==> config.mk <==
export PLATFORM = sky130hd
export DESIGN_NAME = oled_frame_streamer
export DESIGN_NICKNAME = d
export VERILOG_FILES = /design/src/rtl/oled_frame_streamer.sv
export SDC_FILE = /design/constraint.sdc
export NUM_CORES = 1
export LEC_CHECK = 0
export ABC_CLOCK_PERIOD_IN_PS = 2900
export BUFFER_PORTS_ARGS = -buffer_cell sky130_fd_sc_hd__buf_2
export CORE_MARGIN = 5
export CORE_UTILIZATION = 50
export CTS_BUF_LIST = sky130_fd_sc_hd__clkbuf_8
export DETAILED_ROUTE_END_ITERATION = 7
export GPL_TIMING_DRIVEN = 0
export PLACE_DENSITY = 0.7
export SYNTH_ARGS = -nofsm -noshare
export SYNTH_HDL_FRONTEND = slang
export SYNTH_SLANG_ARGS = --single-unit
==> constraint.sdc <==
create_clock -name clk -period 2.9 [get_ports clk]
set_input_delay 0.435 -clock clk [delete_from_list [all_inputs] [get_ports clk]]
set_output_delay 0.435 -clock clk [all_outputs]
set_load 0.02 [all_outputs]
==> src/rtl/oled_frame_streamer.sv <==
// oled_frame_streamer: SSD1331 power-up, per-frame window re-arm and
// RGB565 pixel streaming over SPI mode 3.
`timescale 1ns/1ps
module oled_frame_streamer #(
  parameter int CLK_DIV      = 2,
  parameter int RESET_CYCLES = 1000,
  parameter int WIDTH        = 96,
  parameter int HEIGHT       = 64
) (
  input  logic        clk,
  input  logic        reset_n,
  output logic [12:0] pixel_index,
  input  logic [15:0] pixel_data,
  output logic        frame_begin,
  output logic        sending_pixels,
  output logic        cs_n,
  output logic        sclk,
  output logic        sdin,
  output logic        dc,
  output logic        res_n,
  output logic        vccen,
  output logic        pmoden
);

  localparam int TMAX = (RESET_CYCLES + 1 > CLK_DIV) ?
                        RESET_CYCLES + 1 : CLK_DIV;
  localparam int TW = (TMAX > 2) ? $clog2(TMAX) : 1;

  localparam logic [TW-1:0] T_RST  = TW'(RESET_CYCLES);
  localparam logic [TW-1:0] T_WAIT = TW'(RESET_CYCLES - 1);
  localparam logic [TW-1:0] T_DIV  = TW'(CLK_DIV - 1);
  localparam logic [12:0]   LAST_PIX = 13'(WIDTH * HEIGHT - 1);

  typedef enum logic [2:0] {
    RST_LOW,
    RST_WAIT,
    INIT,
    WINDOW,
    STREAM_START,
    STREAM
  } state_t;

  state_t        state;
  state_t        nxt_state;
  logic [TW-1:0] timer;
  logic [2:0]    bit_cnt;
  logic [3:0]    byte_cnt;
  logic [3:0]    nxt_cnt;
  logic [3:0]    nxt_bcnt;
  logic [15:0]   shifter;
  logic [15:0]   nxt_word;
  logic          nxt_dc;
  logic          hi_load;
  logic          busy;
  logic          load;

  // WINDOW reuses entries 3..8 of the init table
  function automatic logic [7:0] cmd_byte(input logic [3:0] i);
    case (i)
      4'd0:    cmd_byte = 8'hAE;
      4'd1:    cmd_byte = 8'hA0;
      4'd2:    cmd_byte = 8'h72;
      4'd3:    cmd_byte = 8'h15;
      4'd4:    cmd_byte = 8'h00;
      4'd5:    cmd_byte = 8'h5F;
      4'd6:    cmd_byte = 8'h75;
      4'd7:    cmd_byte = 8'h00;
      4'd8:    cmd_byte = 8'h3F;
      default: cmd_byte = 8'hAF;
    endcase
  endfunction

  assign nxt_cnt = byte_cnt + 4'd1;
  assign busy = (state != RST_LOW) &&
                (state != RST_WAIT);
  assign load = (busy && timer == T_DIV && sclk &&
                 bit_cnt == 3'd7) ||
                (state == RST_WAIT && timer == T_WAIT);

  always_comb begin
    nxt_state = state;
    nxt_bcnt  = nxt_cnt;
    nxt_word  = {cmd_byte(nxt_cnt), 8'h00};
    nxt_dc    = 1'b0;
    hi_load   = 1'b0;
    case (state)
      RST_WAIT: begin
        nxt_state = INIT;
        nxt_bcnt  = 4'd0;
        nxt_word  = {cmd_byte(4'd0), 8'h00};
      end
      INIT:
        if (byte_cnt == 4'd9) hi_load = 1'b1;
      WINDOW:
        if (byte_cnt == 4'd8) hi_load = 1'b1;
      STREAM_START: begin
        nxt_state = STREAM;
        nxt_bcnt  = 4'd1;
        nxt_word  = shifter;
        nxt_dc    = 1'b1;
      end
      STREAM:
        if (!byte_cnt[0]) begin
          nxt_bcnt = 4'd1;
          nxt_word = shifter;
          nxt_dc   = 1'b1;
        end else if (pixel_index == 13'd0) begin
          nxt_state = WINDOW;
          nxt_bcnt  = 4'd3;
          nxt_word  = {cmd_byte(4'd3), 8'h00};
        end else begin
          hi_load = 1'b1;
        end
      default: ;
    endcase
    // low byte is shifted out of the same captured word
    if (hi_load) begin
      nxt_word  = pixel_data;
      nxt_bcnt  = 4'd0;
      nxt_dc    = 1'b1;
      nxt_state = (pixel_index == 13'd0) ?
                  STREAM_START : STREAM;
    end
  end

  always_ff @(posedge clk or negedge reset_n) begin
    if (!reset_n) begin
      state          <= RST_LOW;
      timer          <= '0;
      bit_cnt        <= '0;
      byte_cnt       <= '0;
      shifter        <= '0;
      pixel_index    <= '0;
      frame_begin    <= 1'b0;
      sending_pixels <= 1'b0;
      cs_n           <= 1'b1;
      sclk           <= 1'b1;
      sdin           <= 1'b0;
      dc             <= 1'b0;
      res_n          <= 1'b0;
      vccen          <= 1'b0;
      pmoden         <= 1'b0;
    end else begin
      frame_begin <= 1'b0;
      if (load) begin
        state          <= nxt_state;
        byte_cnt       <= nxt_bcnt;
        timer          <= '0;
        bit_cnt        <= '0;
        cs_n           <= 1'b0;
        sclk           <= 1'b0;
        sdin           <= nxt_word[15];
        shifter        <= {nxt_word[14:0], 1'b0};
        dc             <= nxt_dc;
        sending_pixels <= nxt_dc;
        if (hi_load) begin
          pixel_index <= (pixel_index == LAST_PIX) ?
                         13'd0 : pixel_index + 13'd1;
          frame_begin <= (pixel_index == 13'd0);
        end
        if (state == INIT && hi_load) vccen <= 1'b1;
      end else begin
        case (state)
          RST_LOW: begin
            pmoden <= 1'b1;
            if (timer == T_RST) begin
              timer <= '0;
              res_n <= 1'b1;
              state <= RST_WAIT;
            end else begin
              timer <= timer + 1'b1;
            end
          end
          RST_WAIT:
            timer <= timer + 1'b1;
          default:
            if (timer != T_DIV) begin
              timer <= timer + 1'b1;
            end else begin
              timer <= '0;
              if (!sclk) begin
                sclk <= 1'b1;
              end else begin
                sclk    <= 1'b0;
                sdin    <= shifter[15];
                shifter <= {shifter[14:0], 1'b0};
                bit_cnt <= bit_cnt + 3'd1;
              end
            end
        endcase
      end
    end
  end

endmodule

# Yosys cells after proc, flatten, opt, wreduce, memory -nomap -nowiden
# Memories as Yosys holds them, arrays and structs flattened.
# Cells that the tools add are included.
classes:
  add_sub_neg: 4
  eq_ne: 19
  mux: 47
  bitwise_logic: 1
  reduce_logical: 21
op_table:
  columns: ["operator", "count"]
  rows:
  - ["2-to-1 mux 16 bit", 7]
  - ["one-hot mux 16 bit (3 select lines)", 1]
  - ["2-to-1 mux 10 bit", 3]
  - ["2-to-1 mux 3 bit", 10]
  - ["== test 10 bit, second input constant", 2]
  - ["one-hot mux 10 bit (2 select lines)", 1]
  - ["2-to-1 mux 1 bit", 17]
  - ["adder 13 x 1 -> 13 bit, second input constant", 1]
  - ["== test 13 bit, second input constant", 1]
  - ["zero test 13 bit", 1]
  - ["2-to-1 mux 13 bit", 1]
  - ["2-to-1 mux 4 bit", 3]
  - ["one-hot mux 4 bit (3 select lines)", 1]
  - ["adder 10 x 1 -> 10 bit, second input constant", 1]
  - ["== test 10 x 1 -> 1 bit, second input constant", 1]
  - ["inequality test 10 x 1 -> 1 bit, second input constant", 1]
  - ["== test 3 bit, second input constant", 3]
  - ["one-hot mux 3 bit (3 select lines)", 1]
  - ["== test 4 bit, second input constant", 2]
  - ["inequality test 4 bit, second input constant", 2]
  - ["AND reduction 2 bit", 4]
  - ["== test 3 x 2 -> 1 bit, second input constant", 2]
  - ["logical AND 1 bit", 6]
  - ["AND reduction 3 bit", 2]
  - ["16 further kinds", 18]
totals:
  regBits: 57
  mem_bits_ro: 128
  in_bits: 18
  output_inout_bits: 22
  wordCells: 107
  n_memories: 1
memory_table:
  columns: ["memory", "depth", "width", "rd", "rd_ports_with_merged_regs", "write_ports", "line", "text"]
  rows:
  - ["(no name shown)", 16, 8, 1, 0, 0, "59", "case (i)"]

# Depth between registers and ports, before layout
# Gate-level depths: netlist of the first run.
depth:
  depth_word: 8
  ltp_mapped: 10
  depth_no_buf: 8

# Least setup slack after synthesis of the first run
# Ideal clock, no wire load.
synth_path:
  path_type: "reg2reg"
  startpoint: "register pixel_index[0]"
  endpoint: "register shifter[12]"
  setup_ps: 129
  t_arrival_ps: 2183
  required_time_ps: 2771
  setup_slack_ps: 589
  stages_incl_launch_ff: 10
  n_path_buf: 1
  synth_period_minus_slack_ps: 2311
  cell_sequence: "dfrtp_1 > inv_1 > ha_1 > nor4b_1 > and3_1 > buf_2 > o21ai_0 > a221o_1 > a221oi_1 > a21oi_1"
synth_via:
  elab_chain_len: 6
  word_cells_on_any_way: 9
  classes_between: "mux (8); reduce/logical (1)"
synth_lines:
  columns: ["element", "line", "text"]
  rows:
  - ["start: declaration", "12", "output logic [12:0] pixel_index,"]
  - ["start signal: assignment", "157", "pixel_index <= (pixel_index == LAST_PIX) ?"]
  - ["zero test 13 bit *", "107", "end else if (pixel_index == 13'd0) begin"]
  - ["2-to-1 mux 16 bit / 2-to-1 mux 1 bit (equally long branches)", "107", null]
  - ["2-to-1 mux 16 bit / 2-to-1 mux 1 bit (equally long branches)", "103", "if (!byte_cnt[0]) begin"]
  - ["one-hot mux 16 bit (3 select lines) / one-hot mux 1 bit (3 select lines) (equally long branches)", "86", "case (state)"]
  - ["2-to-1 mux 16 bit *", "117", "if (hi_load) begin"]
  - ["2-to-1 mux 16 bit *", "145", "if (load) begin"]
  - ["end signal: assignment", "153", "shifter <= {nxt_word[14:0], 1'b0};"]
  - ["end signal: assignment", "186", "shifter <= {shifter[14:0], 1'b0};"]
  - ["end: declaration", "50", "logic [15:0] shifter;"]
# Every way passes the cells marked *; elsewhere a longest branch is shown, timed or not.
# A chain may end at the register's enable or synchronous reset.

# Final worst setup path of the first run
layout_path:
  startpoint: "register state[1]"
  endpoint: "register pixel_index[12]"
layout_via:
  elab_chain_len: 7
  word_cells_on_any_way: 14
  classes_between: "eq/ne (5); mux (1); reduce/logical (8)"
layout_lines:
  columns: ["element", "line", "text"]
  rows:
  - ["start: declaration", "43", "state_t state;"]
  - ["start signal: assignment", "146", "state <= nxt_state;"]
  - ["inequality test 3 x 1 -> 1 bit / nonzero test 3 bit (equally long branches)", "75, 74", null]
  - ["logical AND 1 bit", "74", "assign busy = (state != RST_LOW) &&"]
  - ["logical AND 1 bit (3 in a row)", "76", "assign load = (busy && timer == T_DIV && sclk &&"]
  - ["logical OR 1 bit", "77", "bit_cnt == 3'd7) ||"]
  - ["AND reduction 2 bit (no line) *", null, null]
# Marks and branches as above.

==> flow_summary.json, run 1 <==
{
  "synth_enable_flop_cells": 0,
  "drive_above_1_share": 0.188,
  "place_congestion": 0.892,
  "viasPerCell": 5.87,
  "nets": 446,
  "clock_sinks": 56,
  "cellLeakagePower_uw": 0.00170,
  "io_buffers": 39,
  "fmax_mhz": 382,
  "finalSetupViolCount": 0,
  "core-area_um2": 6420,
  "arrival_ps": 2870,
  "reg2reg_slack_ps": 280,
  "hpwlAfterDp_mm": 5.64,
  "dpl_worst_slack_ps": 135,
  "crit_end": "pixel_index[12]",
  "slew_violations": 0,
  "initial_utilization": 0.520,
  "period_needed_ps": 2620,
  "max_stage_delay_ps": 560,
  "die_h_um": 91.7,
  "crit_top_cell": "buf_2",
  "vias": 2888,
  "p_per_area_nw_per_um2": 330,
  "crit_start": "state[1]",
  "reg2reg_from": "state[1]",
  "cp_max_fo": 10,
  "path_cells": "buf_2, nor3b_1, and4_1, buf_2, a31o_2, nand3_2, or4b_1, nand2_1",
  "clk_pin_slew_ps": 100,
  "crit_required_ps": 3150,
  "syn_nets": 400,
  "ctsHoldBuffers": 0,
  "overflow": 0,
  "antennaDiodeCount": 0,
  "drt_iter0_markers": 159,
  "cp_top_family": "simple AND/OR/NAND/NOR gates",
  "cts_setup_buffers": 0,
  "fin_crit_sh": 0.903,
  "slowest_stage": "nor3b_1",
  "drc": 0,
  "rows": 29,
  "tns_ps": 0,
  "ir_drop_mv": 0.263,
  "grt_setup_unrepaired": "no",
  "routedWlPerCell_um": 15.8,
  "total_power_uw": 1230,
  "die_area_um2": 8420,
  "grt_max_degree": 57,
  "setup_ws_ps": 282,
  "ys_ff_latch": 56,
  "crit_cells": 8,
  "synth.distinct_cells": 65,
  "first_pass_iters": 4,
  "maxCapViolCount": 0,
  "critPathCaptureType": "register",
  "outcome": "completed",
  "hold_class": "primary input to asynchronous set/reset pin",
  "numCtsBuffers": 5,
  "grt_pass1_wl_mm": 13.1,
  "ys.flop_type": "dfrtp_1",
  "r2r-end": "pixel_index[12]",
  "grt_usage": 0.188,
  "cts.path.max_buffers": 2,
  "area_growth_pct": 11.7,
  "critPathBufInv": 2,
  "syn_inst": 369,
  "slew_headroom": 0.362,
  "die_x_um": 91.7,
  "htree_num_levels": 2,
  "synth_area_per_cell_um2": 9.05,
  "r2r_cells": 8,
  "drt_wl_total_mm": 7.77,
  "cp-start-kind": "register",
  "synth_area_um2": 3340,
  "postRouteAntennaNets": 0,
  "async_reset_ff_frac": 1.00,
  "io_pins": 40,
  "synth-seq-area-share": 0.420,
  "tightestPinTransition_ps": 945,
  "final-hold-violation-count": 0,
  "cts_root_buf": "clkbuf_8",
  "antenna_found_initial": 0,
  "clkLatencyLatePin_ps": 320,
  "cts_tree": "done",
  "yosysWarningCount": 0,
  "placed_cell_area_um2": 3630,
  "critPathKind": "register to register",
  "cts_resized": 0,
  "clock_skew_ps": 15.5,
  "grt_pass1_vias": 2768,
  "final_area_um2": 3730
}
## per-layer routing
metal	routed length [um]	global-route usage	part of all wire	up-vias
li1	-	-	-	1419
met1	3720	0.262	0.48	1380
met2	3550	0.296	0.46	78
met3	400	0.0344	0.051	11
met4	105	0.0606	0.014	0
met5	0	0	0	-
## power by group
group	switching (uW)	internal, uW	leakage [uW]
registers	0	780	0.000677
logic	18.2	8.46	0.000987
clock network	254	169	0.0000406
## cells in the final DEF, fill, tap and decap left out, types with 7 or more instances in the layout
cell type | Yosys | final
o21ai_0 | 21 | 21
inv_1 | 14 | 14
xnor2_1 | 8 | 8
and3_1 | 7 | 7
nand3_1 | 15 | 15
a21oi_1 | 15 | 15
xor2_1 | 8 | 8
dfrtp_1 | 54 | 54
nand2_1 | 45 | 45
buf_2 | 8 | 46
ha_1 | 13 | 13
nor3_1 | 9 | 9
nor2_1 | 42 | 42
a31oi_1 | 10 | 9
## Yosys cell counts (4+ instances only)
| cell | instances | area [um^2] |
|---|---|---|
| dfrtp_1 | 54 | 1350 |
| a31oi_1 | 10 | 62.6 |
| a21oi_1 | 15 | 75.1 |
| xor2_1 | 8 | 70.1 |
| a221oi_1 | 6 | 52.6 |
| and3_1 | 7 | 43.8 |
| nor3_1 | 9 | 45.0 |
| a21o_1 | 4 | 30.0 |
| nor2_1 | 42 | 158 |
| nor2b_1 | 4 | 25.0 |
| nand3_1 | 15 | 75.1 |
| o21ai_0 | 21 | 105 |
| xnor2_1 | 8 | 70.1 |
| buf_2 | 8 | 40.0 |
| inv_1 | 14 | 52.6 |
| nand2_1 | 45 | 169 |
| or2_2 | 4 | 25.0 |
| clkbuf_1 | 4 | 15.0 |
| ha_1 | 13 | 163 |
## cell families (layout without fill, tap and decap cells)
group	count (synthesis)	count (layout)	synth area share
compound gates	87	87	0.179
simple gates	161	161	0.250
fa+ha+maj	13	13	0.0487
xor+xnor	16	16	0.0419
flops	56	56	0.420
mux	6	6	0.0191
buf+inv	30	76	0.0412
## state kept, by name (all words and copies together) (netlist names)
signal / count
pmoden: 1
sdin: 1
timer: 10
sclk: 1
cs_n: 1
state: 3
pixel_index: 13
frame_begin: 1
res_n: 1
byte_cnt: 4
vccen: 1
bit_cnt: 3
shifter: 15
dc: 1
## metrics by stage
step                       util  instances  hold WS [ps]
final                     0.581        492           163
after CTS                 0.579        492           341
after global placement    0.566        485           446
after detailed placement  0.566        485           456
after global routing      0.581        492           223
after floorplan               -        369           139
## cell type report
cell class,count,area [um^2]
buffer,16,85.1
multi-input combinational,283,1810
sequential,56,1400
tap,77,96.3
fill,601,2690
clock inverter,2,16.3
inverter,14,52.6
timing repair buffer,39,198
clock buffer,5,68.8
## worst min-delay path by stage
stage / from / cells after the start / end / slack [ps]
after floorplan: reset_n / 0 / bit_cnt[0] / 140
after global placement: res_n / 1 / res_n / 450
after detailed placement: res_n / 1 / res_n / 460
after CTS: pixel_data[0] / 2 / shifter[1] / 340
after global routing: reset_n / 1 / pixel_index[9] / 220
final: reset_n / 1 / pixel_index[4] / 160
Note: power is estimated with default switching activity, not from simulation.
==> run 2, diff against run 1 <==
--- a/config.mk
+++ b/config.mk
@@ -8,11 +8,12 @@
 export ABC_CLOCK_PERIOD_IN_PS = 2900
 export BUFFER_PORTS_ARGS = -buffer_cell sky130_fd_sc_hd__buf_2
 export CORE_MARGIN = 5
-export CORE_UTILIZATION = 50
-export CTS_BUF_LIST = sky130_fd_sc_hd__clkbuf_8
+export CORE_UTILIZATION = 59
+export CTS_BUF_LIST = sky130_fd_sc_hd__clkbuf_4
+export CTS_CLUSTER_SIZE = 14
 export DETAILED_ROUTE_END_ITERATION = 7
 export GPL_TIMING_DRIVEN = 0
-export PLACE_DENSITY = 0.7
+export PLACE_DENSITY = 0.81
 export SYNTH_ARGS = -nofsm -noshare
 export SYNTH_HDL_FRONTEND = slang
 export SYNTH_SLANG_ARGS = --single-unit
==> flow_summary.json, run 2 (same netlist as run 1, synthesis figures left out) <==
{
  "fmax_mhz": 370,
  "initial_utilization": 0.607,
  "maxCapViolCount": 0,
  "drt_wl_total_mm": 7.75,
  "grt_usage": 0.216,
  "final-hold-violation-count": 0,
  "viasPerCell": 6.04,
  "die_x_um": 85.2,
  "slew_headroom": 0.337,
  "total_power_uw": 1150,
  "cp_max_fo": 10,
  "numCtsBuffers": 5,
  "arrival_ps": 3000,
  "io_buffers": 39,
  "tightestPinTransition_ps": 981,
  "drive_above_1_share": 0.185,
  "critPathCaptureType": "register",
  "r2r_cells": 8,
  "final_area_um2": 3690,
  "tns_ps": 0,
  "cts_tree": "done",
  "rows": 27,
  "antennaDiodeCount": 0,
  "grt_pass1_wl_mm": 12.9,
  "grt_pass1_vias": 2728,
  "period_needed_ps": 2700,
  "outcome": "completed",
  "antenna_found_initial": 0,
  "nets": 446,
  "crit_required_ps": 3200,
  "slew_violations": 0,
  "vias": 2946,
  "placed_cell_area_um2": 3630,
  "grt_max_degree": 57,
  "die_h_um": 85.2,
  "place_congestion": 0.989,
  "hpwlAfterDp_mm": 5.64,
  "critPathKind": "register to register",
  "clock_sinks": 56,
  "p_per_area_nw_per_um2": 312,
  "regMostFlops": "shifter",
  "top_regs": "shifter x15, pixel_index x13, timer x10",
  "first_pass_iters": 5,
  "io_pins": 40,
  "core-area_um2": 5510,
  "routedWlPerCell_um": 15.9,
  "die_area_um2": 7270,
  "cp-start-kind": "register",
  "cellLeakagePower_uw": 0.00170,
  "r2r-end": "shifter[10]",
  "hold_class": "primary input to asynchronous set/reset pin",
  "cts.path.max_buffers": 2,
  "finalSetupViolCount": 0,
  "area_growth_pct": 10.4,
  "grt_setup_unrepaired": "no",
  "postRouteAntennaNets": 0,
  "cts_root_buf": "clkbuf_4",
  "cts_setup_buffers": 0,
  "clkLatencyLatePin_ps": 390,
  "ir_drop_mv": 0.250,
  "htree_num_levels": 2,
  "crit_start": "timer[0]",
  "drt_iter0_markers": 268,
  "clock_skew_ps": 29.0,
  "reg2reg_slack_ps": 200,
  "reg2reg_from": "timer[0]",
  "ctsHoldBuffers": 0,
  "fin_crit_sh": 0.931,
  "overflow": 0,
  "clk_pin_slew_ps": 180,
  "final_common_cell": "dfrtp_1",
  "largest_reg_flops": 15,
  "layout_common_cells": "54 x dfrtp_1, 46 x buf_2, 45 x nand2_1, 42 x nor2_1, 21 x o21ai_0",
  "drc": 0
}
==> run 2: per-stage QoR <==
stage          setup slack (ps)  cells  hold slack, ps   util
2_1_floorplan               589    369             139      -
3_3_place_gp                222    480             448  0.658
3_5_place_dp                175    480             456  0.658
4_1_cts                     176    488             257  0.668
5_1_grt                    42.9    488             107  0.670
6_report                    199    488            67.3  0.670
==> run 2: layout make-up <==
cell class	count	area (um^2)
buffer	16	85.1
clock buffer	5	37.5
clock inverter	3	17.5
fill	474	1820
inverter	14	52.6
multi-input combinational	283	1800
sequential	56	1400
tap	72	90.1
timing repair buffer	39	198
==> run 2: routing by layer <==
| metal | up-vias | wire (um) | global-route usage |
|---|---|---|---|
| li1 | 1424 | - | - |
| met1 | 1411 | 3540 | 0.305 |
| met2 | 103 | 3680 | 0.348 |
| met3 | 8 | 435 | 0.0311 |
| met4 | 0 | 92 | 0.0547 |
| met5 | - | 0 | 0 |
==> run 2: power by group <==
| group | switching [uW] | total [uW] | leakage, uW | internal (uW) |
|---|---|---|---|---|
| Combinational | 18.0 | 26.5 | 0.000986 | 8.47 |
| Clock | 247 | 342 | 0.0000330 | 94.3 |
| Sequential | 0 | 781 | 0.000677 | 781 |
| Total | 265 | 1150 | 0.00170 | 884 |
==> run 2: how the worst max path moves through the flow <==
stage,cells past startpoint,to
2_1_floorplan,9,shifter[12]
3_3_place_gp,8,shifter[9]
3_5_place_dp,8,shifter[10]
4_1_cts,8,shifter[9]
5_1_grt,8,pixel_index[8]
6_report,8,shifter[10]
==> run 2: repair_timing <==
action                                  CTS  global route
hold endpoints to repair                  0             0
endpoints found under the setup margin    0             2
gates resized for setup                   0             1
==> run 2: worst max-delay path, stage by stage (launching register included) <==
cell and delay [ps]:
dfrtp_1 470, ha_1 290, and3b_1 190, and4_1 180, buf_2 170, a31oi_1 640, nor2_1 280, a221oi_1 300
a21oi_1 110
